===== config.mk =====
export PLATFORM = sky130hd
export DESIGN_NAME = p2_stride_seq
export DESIGN_NICKNAME = d
export VERILOG_FILES = /design/src/rtl/cf_math_pkg.sv /design/src/rtl/popcount.sv /design/src/rtl/p2_stride_seq.sv
export SDC_FILE = /design/constraint.sdc
export NUM_CORES = 1
export LEC_CHECK = 0
export BUFFER_PORTS_ARGS = -buffer_cell sky130_fd_sc_hd__buf_2
export CAP_MARGIN = 10
export CORE_UTILIZATION = 45
export DETAILED_ROUTE_END_ITERATION = 7
export GPL_TIMING_DRIVEN = 0
export MAX_ROUTING_LAYER = met4
export PLACE_DENSITY = 0.71
export SLEW_MARGIN = 30
export SYNTH_ARGS = -nofsm -noshare
export SYNTH_HDL_FRONTEND = slang
export SYNTH_SLANG_ARGS = --single-unit

===== constraint.sdc =====
create_clock -name clk_i -period 4.15 [get_ports clk_i]
set_input_delay 0.2075 -clock clk_i [delete_from_list [all_inputs] [get_ports clk_i]]
set_output_delay 0.2075 -clock clk_i [all_outputs]
set_load 0.02 [all_outputs]

===== src/rtl/cf_math_pkg.sv =====
// Shared math helpers for index and width sizing.
//   idx_width(n): bits needed to index n items (at least 1).
package cf_math_pkg;

  function automatic int unsigned idx_width(input int unsigned num_idx);
    return (num_idx > 32'd1) ? 32'($clog2(num_idx)) : 32'd1;
  endfunction

endpackage


===== src/rtl/popcount.sv =====
// Population count of a bit vector.
//   data_i     : input vector
//   popcount_o : number of set bits in data_i
module popcount #(
  parameter  int unsigned INPUT_WIDTH   = 256,
  localparam int unsigned PopcountWidth = $clog2(INPUT_WIDTH) + 1
) (
  input  logic [INPUT_WIDTH-1:0]   data_i,
  output logic [PopcountWidth-1:0] popcount_o
);

  // Plain adder chain; synthesis rebalances it into a tree.
  always_comb begin
    popcount_o = '0;
    for (int unsigned i = 0; i < INPUT_WIDTH; i++) begin
      popcount_o = popcount_o + PopcountWidth'(data_i[i]);
    end
  end

endmodule


===== src/rtl/p2_stride_seq.sv =====
// Power-of-two slide pass sequencer. Splits a slide stride into its set bits
// (supplied by an external generator) and issues one datapath pass per bit,
// lowest bit first, tracking the offset already slid.
//   clk_i, rst_ni      : clock, async active-low reset
//   flush_i            : synchronous abort back to idle
//   req_*              : slide request handshake and stride
//   gen_load_o/stride_o: load the generator with the request stride
//   gen_update_o       : advance the generator to its next component
//   gen_popc_i/stride_p2_i/valid_i : generator component count, component, valid
//   pass_*             : pass handshake to the datapath (stride, offset, first, last)
//   done_o/npasses_o/err_o : registered completion pulse, pass count, error flag
module p2_stride_seq #(
  parameter  int unsigned NrLanes = 0,
  localparam int unsigned W       = cf_math_pkg::idx_width(8 * NrLanes),
  localparam int unsigned PW      = cf_math_pkg::idx_width(W) + 1
) (
  input  logic          clk_i,
  input  logic          rst_ni,
  input  logic          flush_i,
  input  logic          req_valid_i,
  output logic          req_ready_o,
  input  logic [W-1:0]  req_stride_i,
  output logic          gen_load_o,
  output logic [W-1:0]  gen_stride_o,
  output logic          gen_update_o,
  input  logic [PW-1:0] gen_popc_i,
  input  logic [W-1:0]  gen_stride_p2_i,
  input  logic          gen_valid_i,
  output logic          pass_valid_o,
  input  logic          pass_ready_i,
  output logic [W-1:0]  pass_stride_o,
  output logic [W-1:0]  pass_offset_o,
  output logic          pass_first_o,
  output logic          pass_last_o,
  output logic          done_o,
  output logic [PW-1:0] npasses_o,
  output logic          err_o
);

  localparam int unsigned PopW = $clog2(W) + 1;

  typedef enum logic [1:0] {IDLE, LOAD, ISSUE, DONE} state_e;

  state_e          state_q, state_d;
  logic [W-1:0]    stride_q, acc_q;
  logic [PW-1:0]   count_q, target_q;
  logic            err_q;
  logic [PopW-1:0] comp_popc;
  logic            comp_bad_c, issue_err_c, last_c;

  // One-hot check on the current generator component.
  popcount #(
    .INPUT_WIDTH(W)
  ) i_popcount (
    .data_i    (gen_stride_p2_i),
    .popcount_o(comp_popc)
  );

  // A component is malformed if it is not one-hot or repeats an issued bit.
  assign comp_bad_c  = (comp_popc != PopW'(1)) || ((gen_stride_p2_i & acc_q) != '0);
  assign issue_err_c = (state_q == ISSUE) &&
                       ((!gen_valid_i && (count_q < target_q)) || (gen_valid_i && comp_bad_c));
  assign last_c      = ((count_q + PW'(1)) == target_q);

  // State register.
  always_ff @(posedge clk_i or negedge rst_ni) begin
    if (!rst_ni) state_q <= IDLE;
    else         state_q <= state_d;
  end

  // Next state and handshake decode; malformed components never handshake.
  always_comb begin
    state_d       = state_q;
    req_ready_o   = 1'b0;
    gen_load_o    = 1'b0;
    gen_stride_o  = '0;
    gen_update_o  = 1'b0;
    pass_valid_o  = 1'b0;
    pass_stride_o = '0;
    pass_offset_o = '0;
    pass_first_o  = 1'b0;
    pass_last_o   = 1'b0;
    unique case (state_q)
      IDLE: begin
        req_ready_o = ~flush_i;
        if (req_valid_i && !flush_i) begin
          gen_load_o   = 1'b1;
          gen_stride_o = req_stride_i;
          state_d      = LOAD;
        end
      end
      LOAD: state_d = (gen_popc_i == '0) ? DONE : ISSUE;
      ISSUE: begin
        pass_stride_o = gen_stride_p2_i;
        pass_offset_o = acc_q;
        pass_first_o  = (count_q == '0);
        pass_last_o   = last_c;
        if (issue_err_c) begin
          state_d = DONE;
        end else if (gen_valid_i && !flush_i) begin
          pass_valid_o = 1'b1;
          if (pass_ready_i) begin
            gen_update_o = 1'b1;
            if (last_c) state_d = DONE;
          end
        end
      end
      DONE:    state_d = IDLE;
      default: state_d = IDLE;
    endcase
    if (flush_i) state_d = IDLE;
  end

  // Request context, pass accounting and registered completion outputs.
  always_ff @(posedge clk_i or negedge rst_ni) begin
    if (!rst_ni) begin
      stride_q  <= '0;
      acc_q     <= '0;
      count_q   <= '0;
      target_q  <= '0;
      err_q     <= 1'b0;
      done_o    <= 1'b0;
      npasses_o <= '0;
      err_o     <= 1'b0;
    end else begin
      done_o    <= 1'b0;
      npasses_o <= '0;
      err_o     <= 1'b0;
      if (gen_load_o) begin
        stride_q <= req_stride_i;
        acc_q    <= '0;
        count_q  <= '0;
        target_q <= '0;
        err_q    <= 1'b0;
      end
      if (state_q == LOAD && !flush_i) target_q <= gen_popc_i;
      if (issue_err_c && !flush_i) err_q <= 1'b1;
      if (gen_update_o) begin
        acc_q   <= acc_q | gen_stride_p2_i;
        count_q <= count_q + PW'(1);
      end
      // Completion also flags a stride the issued passes did not cover.
      if (state_q == DONE && !flush_i) begin
        done_o    <= 1'b1;
        npasses_o <= count_q;
        err_o     <= err_q | (acc_q != stride_q);
      end
    end
  end

endmodule


# Word level (Yosys, flattened, before mapping)
# Cells that the tools add are included.
word_totals:
  regBits: 13
  out_inout_bits: 13
  elab_cells: 77
classes:
  addsub: 1
  n_lt_le_gt_ge: 1
  eq_ne: 9
  n_mux: 33
  bitwise: 5
  reduce_logical: 19
ops:
  columns: ["operator", "count"]
  rows:
  - ["$mux 1", 22]
  - ["$mux 2", 10]
  - ["$logic_and 1x1->1", 8]
  - ["$ne 4x4->1 const B", 2]
  - ["$pmux 2 s4", 1]
  - ["$logic_not 2->1", 3]
  - ["$reduce_bool 2->1", 3]
  - ["$eq 2x2->1 const B", 2]
  - ["$ne 4x3->1 const B", 1]
  - ["$reduce_and 4->1", 1]
  - ["$ne 3x3->1 const B", 1]
  - ["$add 2x1->2 const B", 1]
  - ["$eq 2x1->1 const B", 1]
  - ["$eq 2x2->1", 1]
  - ["$logic_not 1->1", 2]
  - ["$logic_or 1x1->1", 2]
  - ["$lt 2x2->1", 1]
  - ["$not 1->1", 2]
  - ["$or 1x1->1", 2]
  - ["$and 1x1->1", 1]
  - ["$ne 1x1->1", 1]

# Logic depth before layout (Yosys ltp)
# Gate-level depths: netlist of run 1.
logic_depth:
  ltp_word: 8
  ltp_mapped: 6
  ltp_nobuf: 6

# Modules after synthesis
# From an unflattened synthesis of run 1, not the netlist that was laid out.
unflattened:
  hier_cells: 81
  area_unflattened_um2: 784.5
by_module_without_submodules:
  columns: ["mod", "n_inst", "cells_each", "area_per_inst_um2", "seq_area_each_um2"]
  rows:
  - ["p2_stride_seq", 1, 80, 777.0, 325.3]
  - ["popcount", 1, 1, 7.5, 0.0]

# Least setup slack after synthesis of run 1
# No wires, ideal clock.
synth_timing:
  kind: "register -> register"
  start: "reg state_q[0]"
  end: "reg target_q[1]"
  arrival_ps: 1619
  required_time_ps: 4022
  setup_slack_ps: 2404
  path_stages_with_launch: 7
  n_path_buf: 0
  synth_period_minus_slack_ps: 1746
  cell_sequence: "dfrtp_1 -> inv_1 -> ha_1 -> nor2b_1 -> nand2_1 -> inv_1 -> o31ai_1"
synth_between:
  elab_chain_cells: 3
synth_lines:
  columns: ["item", "line", "text"]
  rows:
  - ["start, declared", "p2_stride_seq.sv:44", "state_e state_q, state_d;"]
  - ["start signal, assigned", "p2_stride_seq.sv:68", "else state_q <= state_d;"]
  - ["$logic_not 2->1", "p2_stride_seq.sv:83", "unique case (state_q)"]
  - ["$mux 1", "p2_stride_seq.sv:83", null]
  - ["named net gen_load_o", "p2_stride_seq.sv:23", "output logic gen_load_o,"]
  - ["$reduce_bool 2->1 (no source line)", null, null]
  - ["end signal, assigned", "p2_stride_seq.sv:136", "if (state_q == LOAD && !flush_i) target_q <= gen_popc_i;"]
  - ["end, declared", "p2_stride_seq.sv:46", "logic [PW-1:0] count_q, target_q;"]
# The timed path passes the listed nets, and every way through them passes these cells.
# A chain may end at the register's enable or synchronous reset.

# Worst setup path in the final report of run 1
layout_timing:
  start: "reg state_q[0]"
  end: "out gen_update_o"
layout_between:
  elab_chain_cells: 4
layout_lines:
  columns: ["item", "line", "text"]
  rows:
  - ["$eq 2x2->1 (*)", "p2_stride_seq.sv:61, p2_stride_seq.sv:83", null]
  - ["$logic_and 1x1->1", "p2_stride_seq.sv:61", "assign issue_err_c = (state_q == ISSUE) &&"]
  - ["$mux 1", "p2_stride_seq.sv:98", "if (issue_err_c) begin"]
  - ["$mux 1 (*)", "p2_stride_seq.sv:83", null]
  - ["end, declared", "p2_stride_seq.sv:25", "output logic gen_update_o,"]
# Mark *: on every way between the ends. The rest lies on a longest branch, timed or not.

==> results.json, run 1 <==
{
  "status": "finished, violations left",
  "row_count": 14,
  "setup_violations": 0,
  "max_cap_viol_count": 0,
  "cts_inserted_buffers": 3,
  "slew_headroom": 0.780,
  "r2r-start": "state_q[0]",
  "dpl.cell_count": 115,
  "grtUsageMet3": 0.0511,
  "clk_path_buf_depth": 2,
  "worst_pin_slew_ns": 0.330,
  "worstPathRequired_ns": 3.94,
  "busiest_layer": "met2",
  "grt_overflow": 0,
  "fin_nets": 123,
  "p_per_area_mw_per_mm2": 507,
  "ant_nets": 0,
  "dp_hpwl_mm": 1.17,
  "hold_start": "gen_popc_i[0]",
  "hold_viol": 0,
  "grt_pass1_wl_mm": 2.49,
  "setup_tns_ns": 0,
  "clk_latency_ns": 0.28,
  "synthCells": 77,
  "totalWireLength_mm": 1.43,
  "start_util": 0.493,
  "post_drt_wl_per_cell_um": 11.9,
  "first_global_vias": 598,
  "clock_skew_ns": 0.00607,
  "max_freq_ghz": 0.470,
  "grt_max_degree": 14,
  "die_h_um": 43.3,
  "vias": 627,
  "synth_nets": 95,
  "netlist_area_um2": 768,
  "violations": "design-rule violations",
  "io_pins": 23,
  "finalCoreUtilization": 0.600,
  "grt_use_met1": 0.214,
  "clock_sinks": 13,
  "crit_start": "state_q[0]",
  "tritoncts": "done",
  "yosys.cell_types.count": 27,
  "critical_path.startpoint_type": "register",
  "clk_pin_slew_worst_paths_ns": 0.09,
  "syn_avg_cell_area_um2": 9.98,
  "diodes": 0,
  "maxSlewViolCount": 0,
  "htreeDepth": 1,
  "hold_path.class": "in -> reg",
  "io_buffers": 22,
  "arrival_ns": 1.92,
  "leakage_nw": 0.522,
  "synth_enable_flop_cells": 0,
  "synth_seq_cells": 13,
  "fillCellCount": 140,
  "period_needed_ns": 2.13,
  "layout-area-overhead-vs-synth_pct": 21.8,
  "dr.first_iter.drc_count": 6,
  "dieArea_mm2": 0.00188,
  "gp_congestion": 0.795,
  "timing.final.crit_share": 0.513,
  "grt_util_met2": 0.315,
  "grt_use_total": 0.187,
  "fin_cells": 120,
  "vias_per_cell": 5.23,
  "cts_root_buf": "clkbuf_4",
  "yosysWarnings": 0,
  "antenna_found_initial": 0,
  "rsz0062_at_grt": "no",
  "cp-end-kind": "output pin",
  "core_area_mm2": 0.00156,
  "fp.dieW_um": 43.3,
  "drt_pass1_iterations": 5,
  "async_reset_ff_frac": 1.00,
  "ys_seq_area_frac": 0.423,
  "crit_type": "reg -> out",
  "drive_gt1_frac": 0.288,
  "crit_fanout": 5,
  "ir_drop_uv": 252,
  "synthFlopType": "dfrtp_1",
  "drc": 3
}
-- cell families after synthesis --
logic type      Yosys count  synth area share
mux                       1            0.0195
xor+xnor                  2            0.0228
buf+inv                   7            0.0342
compound gates           15             0.147
simple gates             31             0.223
fa+ha+maj                 8             0.130
flops                    13             0.423
-- worst max-delay path, stage by stage, from the launching register on --
cell,delay (ns)
dfrtp_1,0.44
inv_1,0.14
ha_1,0.24
nand2b_1,0.11
a221oi_2,0.29
nand3_2,0.18
inv_1,0.08
buf_2,0.15
-- layout make-up --
type	instances	area, µm²	share of cell area
clock inverter	1	5.00	0.00535
timing repair buffer	23	120	0.128
sequential	13	325	0.348
inverter	7	26.3	0.0281
tap	16	20.0	0.0214
clock buffer	3	22.5	0.0241
multi-input combinational	57	417	0.445
-- cell usage after synthesis (all sizes together), types with 4 or more instances --
cell type   n  area share
inv         7       0.034
ha          8        0.13
dfrtp      13        0.42
o21ai       4       0.026
and2        6       0.049
nand2       9       0.044
nand2b      5       0.041
nor2b       4       0.033
-- state kept, by name, indices dropped and copies added, names as in the netlist --
name,flops
state_q,2
stride_q,1
err_o,1
acc_q,1
npasses_o,2
done_o,1
err_q,1
target_q,2
count_q,2
-- per-stage QoR --
step | setup WS [ns] | area, µm² | hold WS [ns] | power (W)
after floorplan | 2.40 | 768 | -0.0881 | 0.000339
after global placement | 2.33 | 898 | 0.104 | 0.000393
after detailed placement | 2.31 | 898 | 0.116 | 0.000401
after CTS | 2.00 | 936 | 0.145 | 0.000480
after global routing | 1.85 | 936 | 0.162 | 0.000519
final | 2.02 | 936 | 0.142 | 0.000475
-- layout by cell type (no fill, tap or decap), drive strengths merged, types with 2 or more instances in the layout --
cell	count
xor2	2
ha	8
inv	7
a21oi	2
nand2	9
nor2b	4
and2	6
nand3	2
nand2b	5
a32o	2
dfrtp	13
buf	22
clkbuf	3
o21ai	4
nor2	2
-- timing repair --
item / 4_1_cts / 5_1_grt
hold endpoints to repair: 13 / 0
hold buffers: 1 / 0
setup buffers: 0 / 0
resized for setup: 0 / 0
-- where the power goes --
group	switching, W	leakage, nW	internal (W)	total, W
Sequential	0.0000280	0.175	0.000158	0.000186
Combinational	0.000120	0.329	0.0000887	0.000208
Clock	0.0000446	0.0177	0.0000357	0.0000803
-- worst paths after layout --
path	depth (start not counted)	slack, ns	endpoint
setup / recovery	7	2.02	gen_update_o
hold / removal	3	0.14	target_q[0]
setup reg to reg	6	2.31	count_q[1]
hold reg to reg	1	0.49	count_q[0]
max in group asynchronous	2	3.58	state_q[1]
min in group asynchronous	2	0.34	npasses_o[1]
-- layer usage --
layer	wire length (µm)	vias to the layer above
met1	657	287
li1	-	317
met3	71	4
met4	12	0
met5	0	-
met2	688	19
No activity file was read; power rests on OpenSTA's default activity.
==> run 2, diff against run 1 <==
--- a/config.mk
+++ b/config.mk
@@ -7,11 +7,12 @@
 export LEC_CHECK = 0
 export BUFFER_PORTS_ARGS = -buffer_cell sky130_fd_sc_hd__buf_2
 export CAP_MARGIN = 10
-export CORE_UTILIZATION = 45
+export CORE_ASPECT_RATIO = 0.75
+export CORE_UTILIZATION = 44
 export DETAILED_ROUTE_END_ITERATION = 7
 export GPL_TIMING_DRIVEN = 0
 export MAX_ROUTING_LAYER = met4
-export PLACE_DENSITY = 0.71
+export PLACE_DENSITY = 0.73
 export SLEW_MARGIN = 30
 export SYNTH_ARGS = -nofsm -noshare
 export SYNTH_HDL_FRONTEND = slang
==> constraint.sdc (replaced) <==
create_clock -name clk_i -period 1.7 [get_ports clk_i]
set_input_delay 0.085 -clock clk_i [delete_from_list [all_inputs] [get_ports clk_i]]
set_output_delay 0.085 -clock clk_i [all_outputs]
set_load 0.02 [all_outputs]
==> results.json, run 2 (same netlist as run 1, synthesis figures left out) <==
{
  "vias": 708,
  "rsz0062_at_grt": "yes",
  "status": "finished, violations left",
  "max_cap_viol_count": 0,
  "vias_per_cell": 5.24,
  "fillCellCount": 127,
  "layout_commonest_cell": "buf_2",
  "fp.dieW_um": 50.3,
  "totalWireLength_mm": 1.93,
  "grt_util_met2": 0.397,
  "htreeDepth": 1,
  "setup_tns_ns": -0.195,
  "clock_skew_ns": 0.00597,
  "switching_power_w": 0.000585,
  "power.internal_w": 0.000857,
  "period_needed_ns": 1.77,
  "multi_input_area_um2": 499,
  "gp_congestion": 0.814,
  "hold_viol": 0,
  "grt_pass1_wl_mm": 2.99,
  "dp_hpwl_mm": 1.21,
  "grt_max_degree": 14,
  "layout-area-overhead-vs-synth_pct": 45.8,
  "p_per_area_mw_per_mm2": 1290,
  "arrival_ns": 1.69,
  "maxSlewViolCount": 0,
  "setup_violations": 4,
  "diodes": 0,
  "core_area_mm2": 0.00156,
  "clock_sinks": 13,
  "setup_ws_ns": -0.0702,
  "grt_overflow": 0,
  "hold_path.class": "in -> reg",
  "post_drt_wl_per_cell_um": 14.3,
  "grt_use_met1": 0.259,
  "drive_gt1_frac": 0.482,
  "row_count": 12,
  "tritoncts": "done",
  "drt_pass1_iterations": 4,
  "clk_pin_slew_worst_paths_ns": 0.07,
  "cpMaxStageDelayCell": "dfrtp_1",
  "netSwitchingFraction": 0.406,
  "crit_path_cell_trace": "ha_4, nand2b_4, a221oi_4, nand3_2, inv_2, buf_6",
  "worstPathRequired_ns": 1.62,
  "grtUsageMet3": 0.0754,
  "seq_area_um2": 327,
  "layout_common_cells": "buf_2, dfrtp_1, nand2_1, buf_4",
  "start_util": 0.492,
  "worst_pin_slew_ns": 0.295,
  "busiest_layer": "met2",
  "die_h_um": 38.2,
  "seqPwrFrac": 0.323,
  "ir_drop_uv": 768,
  "io_pins": 23,
  "clk_path_buf_depth": 2,
  "antenna_found_initial": 0,
  "first_global_vias": 678,
  "comb_power_share": 0.543,
  "grt_use_total": 0.235,
  "crit_fanout": 3,
  "crit_type": "reg -> out",
  "crit_family": "flip-flops",
  "p_total_w": 0.00144,
  "cts_root_buf": "clkbuf_4",
  "dr.first_iter.drc_count": 15,
  "clk_latency_ns": 0.28,
  "io_buffers": 22,
  "pwr-share-clk": 0.134,
  "max_freq_ghz": 0.565,
  "cp-end-kind": "output pin",
  "timing.final.crit_share": 1.04,
  "drc": 0,
  "fin_nets": 133,
  "cts_inserted_buffers": 3,
  "worst-path-buf-inv": 2,
  "violations": "negative setup slack",
  "critical_path.startpoint_type": "register",
  "dieArea_mm2": 0.00192,
  "slowest_delay_ns": 0.42,
  "ant_nets": 0,
  "leakage_nw": 0.594,
  "slew_headroom": 0.803
}
run 2: cell type report:
class                   instances  share of cell area
clock buffers                   4              0.0235
flip-flops and latches         13               0.292
repair buffers                 33               0.192
multi-input cells              57               0.446
inverters                       7              0.0235
well taps                      21              0.0235
run 2: what timing repair did:
item                       in CTS  in global routing
hold endpoints to repair       13                  0
hold buffers                    1                  0
setup endpoints to repair       6                 10
setup buffers                   8                  3
resized for setup              13                 12
pin swaps                       5                  3
run 2: worst register-to-register path, delay by kind of cell, from the launching register on:
| kind | cells | cell delay, ns |
|---|---|---|
| compound gates | 1 | 0.31 |
| mux | 1 | 0.28 |
| flops | 1 | 0.42 |
| fa+ha+maj | 1 | 0.29 |
| buf+inv | 1 | 0.14 |
| simple gates | 2 | 0.20 |
run 2: routing by layer:
metal / vias up / part of all wire
met1: 345 / 0.44
met3: 5 / 0.055
met5: - / 0
li1: 338 / -
met2: 20 / 0.49
met4: 0 / 0.015
run 2: final timing paths:
| kind | slack, ns | end | cells past startpoint | start |
|---|---|---|---|---|
| setup / recovery | -0.07 | gen_update_o | 6 | count_q[1] |
| hold / removal | 0.04 | target_q[1] | 3 | gen_popc_i[1] |
| setup reg to reg | -0.06 | count_q[1] | 6 | count_q[1] |
| hold reg to reg | 0.51 | stride_q | 1 | stride_q |
| max in group asynchronous | 1.24 | state_q[1] | 2 | rst_ni |
| min in group asynchronous | 0.21 | count_q[0] | 2 | rst_ni |
run 2: per-stage QoR:
stage	hold WS, ns	utilization	area, µm²	cells	setup slack (ns)
2_1_floorplan	-0.211	-	771	77	0.0699
3_3_place_gp	-0.0174	0.581	907	120	-0.108
3_5_place_dp	-0.0154	0.581	907	120	-0.112
4_1_cts	0.0313	0.677	1060	132	-0.0583
5_1_grt	0.0580	0.717	1120	135	-0.156
6_report	0.0351	0.717	1120	135	-0.0702
run 2: power by group through the flow:
| stage | combinational [W] | clock (W) | sequential (W) |
|---|---|---|---|
| 2_1_floorplan | 0.000382 | 0 | 0.000449 |
| 3_3_place_gp | 0.000504 | 0 | 0.000462 |
| 3_5_place_dp | 0.000519 | 0 | 0.000466 |
| 4_1_cts | 0.000678 | 0.000194 | 0.000449 |
| 5_1_grt | 0.000853 | 0.000217 | 0.000474 |
| 6_report | 0.000783 | 0.000193 | 0.000465 |
==> run 3, diff against run 2 <==
--- a/config.mk
+++ b/config.mk
@@ -13,6 +13,7 @@
 export GPL_TIMING_DRIVEN = 0
 export MAX_ROUTING_LAYER = met4
 export PLACE_DENSITY = 0.73
+export SETUP_SLACK_MARGIN = 0.1
 export SLEW_MARGIN = 30
 export SYNTH_ARGS = -nofsm -noshare
 export SYNTH_HDL_FRONTEND = slang
==> results.json, run 3 (same netlist as run 1, synthesis figures left out) <==
{
  "switching_power_w": 0.000595,
  "tritoncts": "done",
  "htreeDepth": 1,
  "cts_inserted_buffers": 3,
  "comb_power_share": 0.569,
  "r2r-start": "target_q[1]",
  "setup_tns_ns": -0.236,
  "violations": "negative setup slack",
  "hold_path.class": "in -> reg",
  "dieArea_mm2": 0.00192,
  "io_pins": 23,
  "seqPwrFrac": 0.304,
  "hold_start": "gen_popc_i[1]",
  "status": "finished, violations left",
  "worstPathRequired_ns": 1.87,
  "io_buffers": 22,
  "fillCellCount": 106,
  "first_global_vias": 669,
  "dpl.cell_count": 120,
  "row_count": 12,
  "hold_viol": 0,
  "fp.dieW_um": 50.3,
  "leakage_nw": 0.596,
  "post_drt_wl_per_cell_um": 14.3,
  "drt_pass1_iterations": 4,
  "grt_use_total": 0.226,
  "rsz0062_at_grt": "yes",
  "grt_overflow": 0,
  "clk_path_buf_depth": 2,
  "cp-end-kind": "register",
  "max_freq_ghz": 0.561,
  "setup_ws_ns": -0.0820,
  "dr.first_iter.drc_count": 7,
  "cts_root_buf": "clkbuf_4",
  "grt_pass1_wl_mm": 2.92,
  "critical_path.startpoint_type": "register",
  "drc": 0,
  "setup_violations": 4,
  "crit_type": "reg -> reg",
  "arrival_ns": 1.95,
  "grt_max_degree": 14,
  "vias_per_cell": 5.31,
  "grtUsageMet3": 0.0754,
  "start_util": 0.492,
  "r2r_slack_ns": -0.08,
  "max_cap_viol_count": 0,
  "clock_sinks": 13,
  "ant_nets": 0,
  "p_per_area_mw_per_mm2": 1280,
  "netSwitchingFraction": 0.402,
  "hold_end": "target_q[1]",
  "layout_commonest_cell": "buf_2",
  "layout_common_cells": "buf_2, dfrtp_1, buf_4",
  "worst_pin_slew_ns": 0.302,
  "clk_latency_ns": 0.28,
  "r2r-end": "count_q[1]",
  "drive_gt1_frac": 0.522,
  "maxSlewViolCount": 0,
  "finalCoreUtilization": 0.738,
  "core_area_mm2": 0.00156,
  "busiest_layer": "met2",
  "layout-area-overhead-vs-synth_pct": 50.0,
  "die_h_um": 38.2,
  "dp_hpwl_mm": 1.32,
  "grt_util_met2": 0.397,
  "grt_use_met1": 0.252,
  "clk_pin_slew_worst_paths_ns": 0.07,
  "gp_congestion": 0.771,
  "period_needed_ns": 1.78,
  "whs_path_depth": 3,
  "vias": 722,
  "fin_cells": 136,
  "timing.final.crit_share": 1.05,
  "diodes": 0,
  "clock_skew_ns": 0.00132,
  "ir_drop_uv": 790,
  "antenna_found_initial": 0,
  "slew_headroom": 0.799,
  "crit_fanout": 3,
  "rr_worst_depth": 7,
  "power.internal_w": 0.000885,
  "hold_ws_ns": 0.0303,
  "totalWireLength_mm": 1.95,
  "fin_nets": 134,
  "pwr-share-clk": 0.127
}
run 3: repair_timing:
item / CTS / global route
pin swaps: 6 / 8
setup endpoints to repair: 9 / 9
hold buffers: 1 / 0
setup buffers: 8 / 4
resized for setup: 14 / 13
endpoints found under the hold margin: 13 / 0
cloned: 0 / 0
run 3: layout make-up:
cell class	count	area [µm²]	area share
timing repair buffer	34	231	0.201
sequential	13	325	0.282
inverter	7	31.3	0.0271
clock buffer	4	26.3	0.0228
multi-input combinational	57	512	0.444
tap	21	26.3	0.0228
run 3: worst max-delay path by stage:
stage,startpoint,end,slack (ns),cells past startpoint
CTS,target_q[1],gen_update_o,-0.05,7
global placement,state_q[0],count_q[1],-0.08,6
global route,state_q[0],count_q[1],-0.16,7
floorplan,count_q[1],count_q[1],0.10,5
finish,target_q[1],count_q[1],-0.08,7
detailed placement,state_q[0],count_q[1],-0.12,6
run 3: power by group through the flow:
stage	clock network (W)	logic [W]	registers [W]
finish	0.000189	0.000842	0.000450
global route	0.000204	0.000921	0.000458
CTS	0.000191	0.000733	0.000447
detailed placement	0	0.000571	0.000471
global placement	0	0.000553	0.000467
floorplan	0	0.000428	0.000453
run 3: stage by stage:
| stage | worst slack [ns] | cell area [µm²] | power (W) |
|---|---|---|---|
| final | -0.0820 | 1150 | 0.00148 |
| after global routing | -0.161 | 1150 | 0.00158 |
| after CTS | -0.0505 | 1090 | 0.00137 |
| after detailed placement | -0.117 | 941 | 0.00104 |
| after global placement | -0.0769 | 941 | 0.00102 |
| after floorplan | 0.101 | 805 | 0.000881 |
run 3: worst max-delay path: stages, from the launching register on:
cell and delay (ns):
dfrtp_1 0.38, inv_2 0.06, ha_4 0.27, nand2b_4 0.07, a221oi_4 0.31, nand3_2 0.12
buf_4 0.17, mux2_4 0.29
run 3: per-layer routing:
metal	up-vias	wire length (µm)
li1	343	-
met1	353	905
met2	24	935
met3	2	90
met4	0	18
met5	-	0
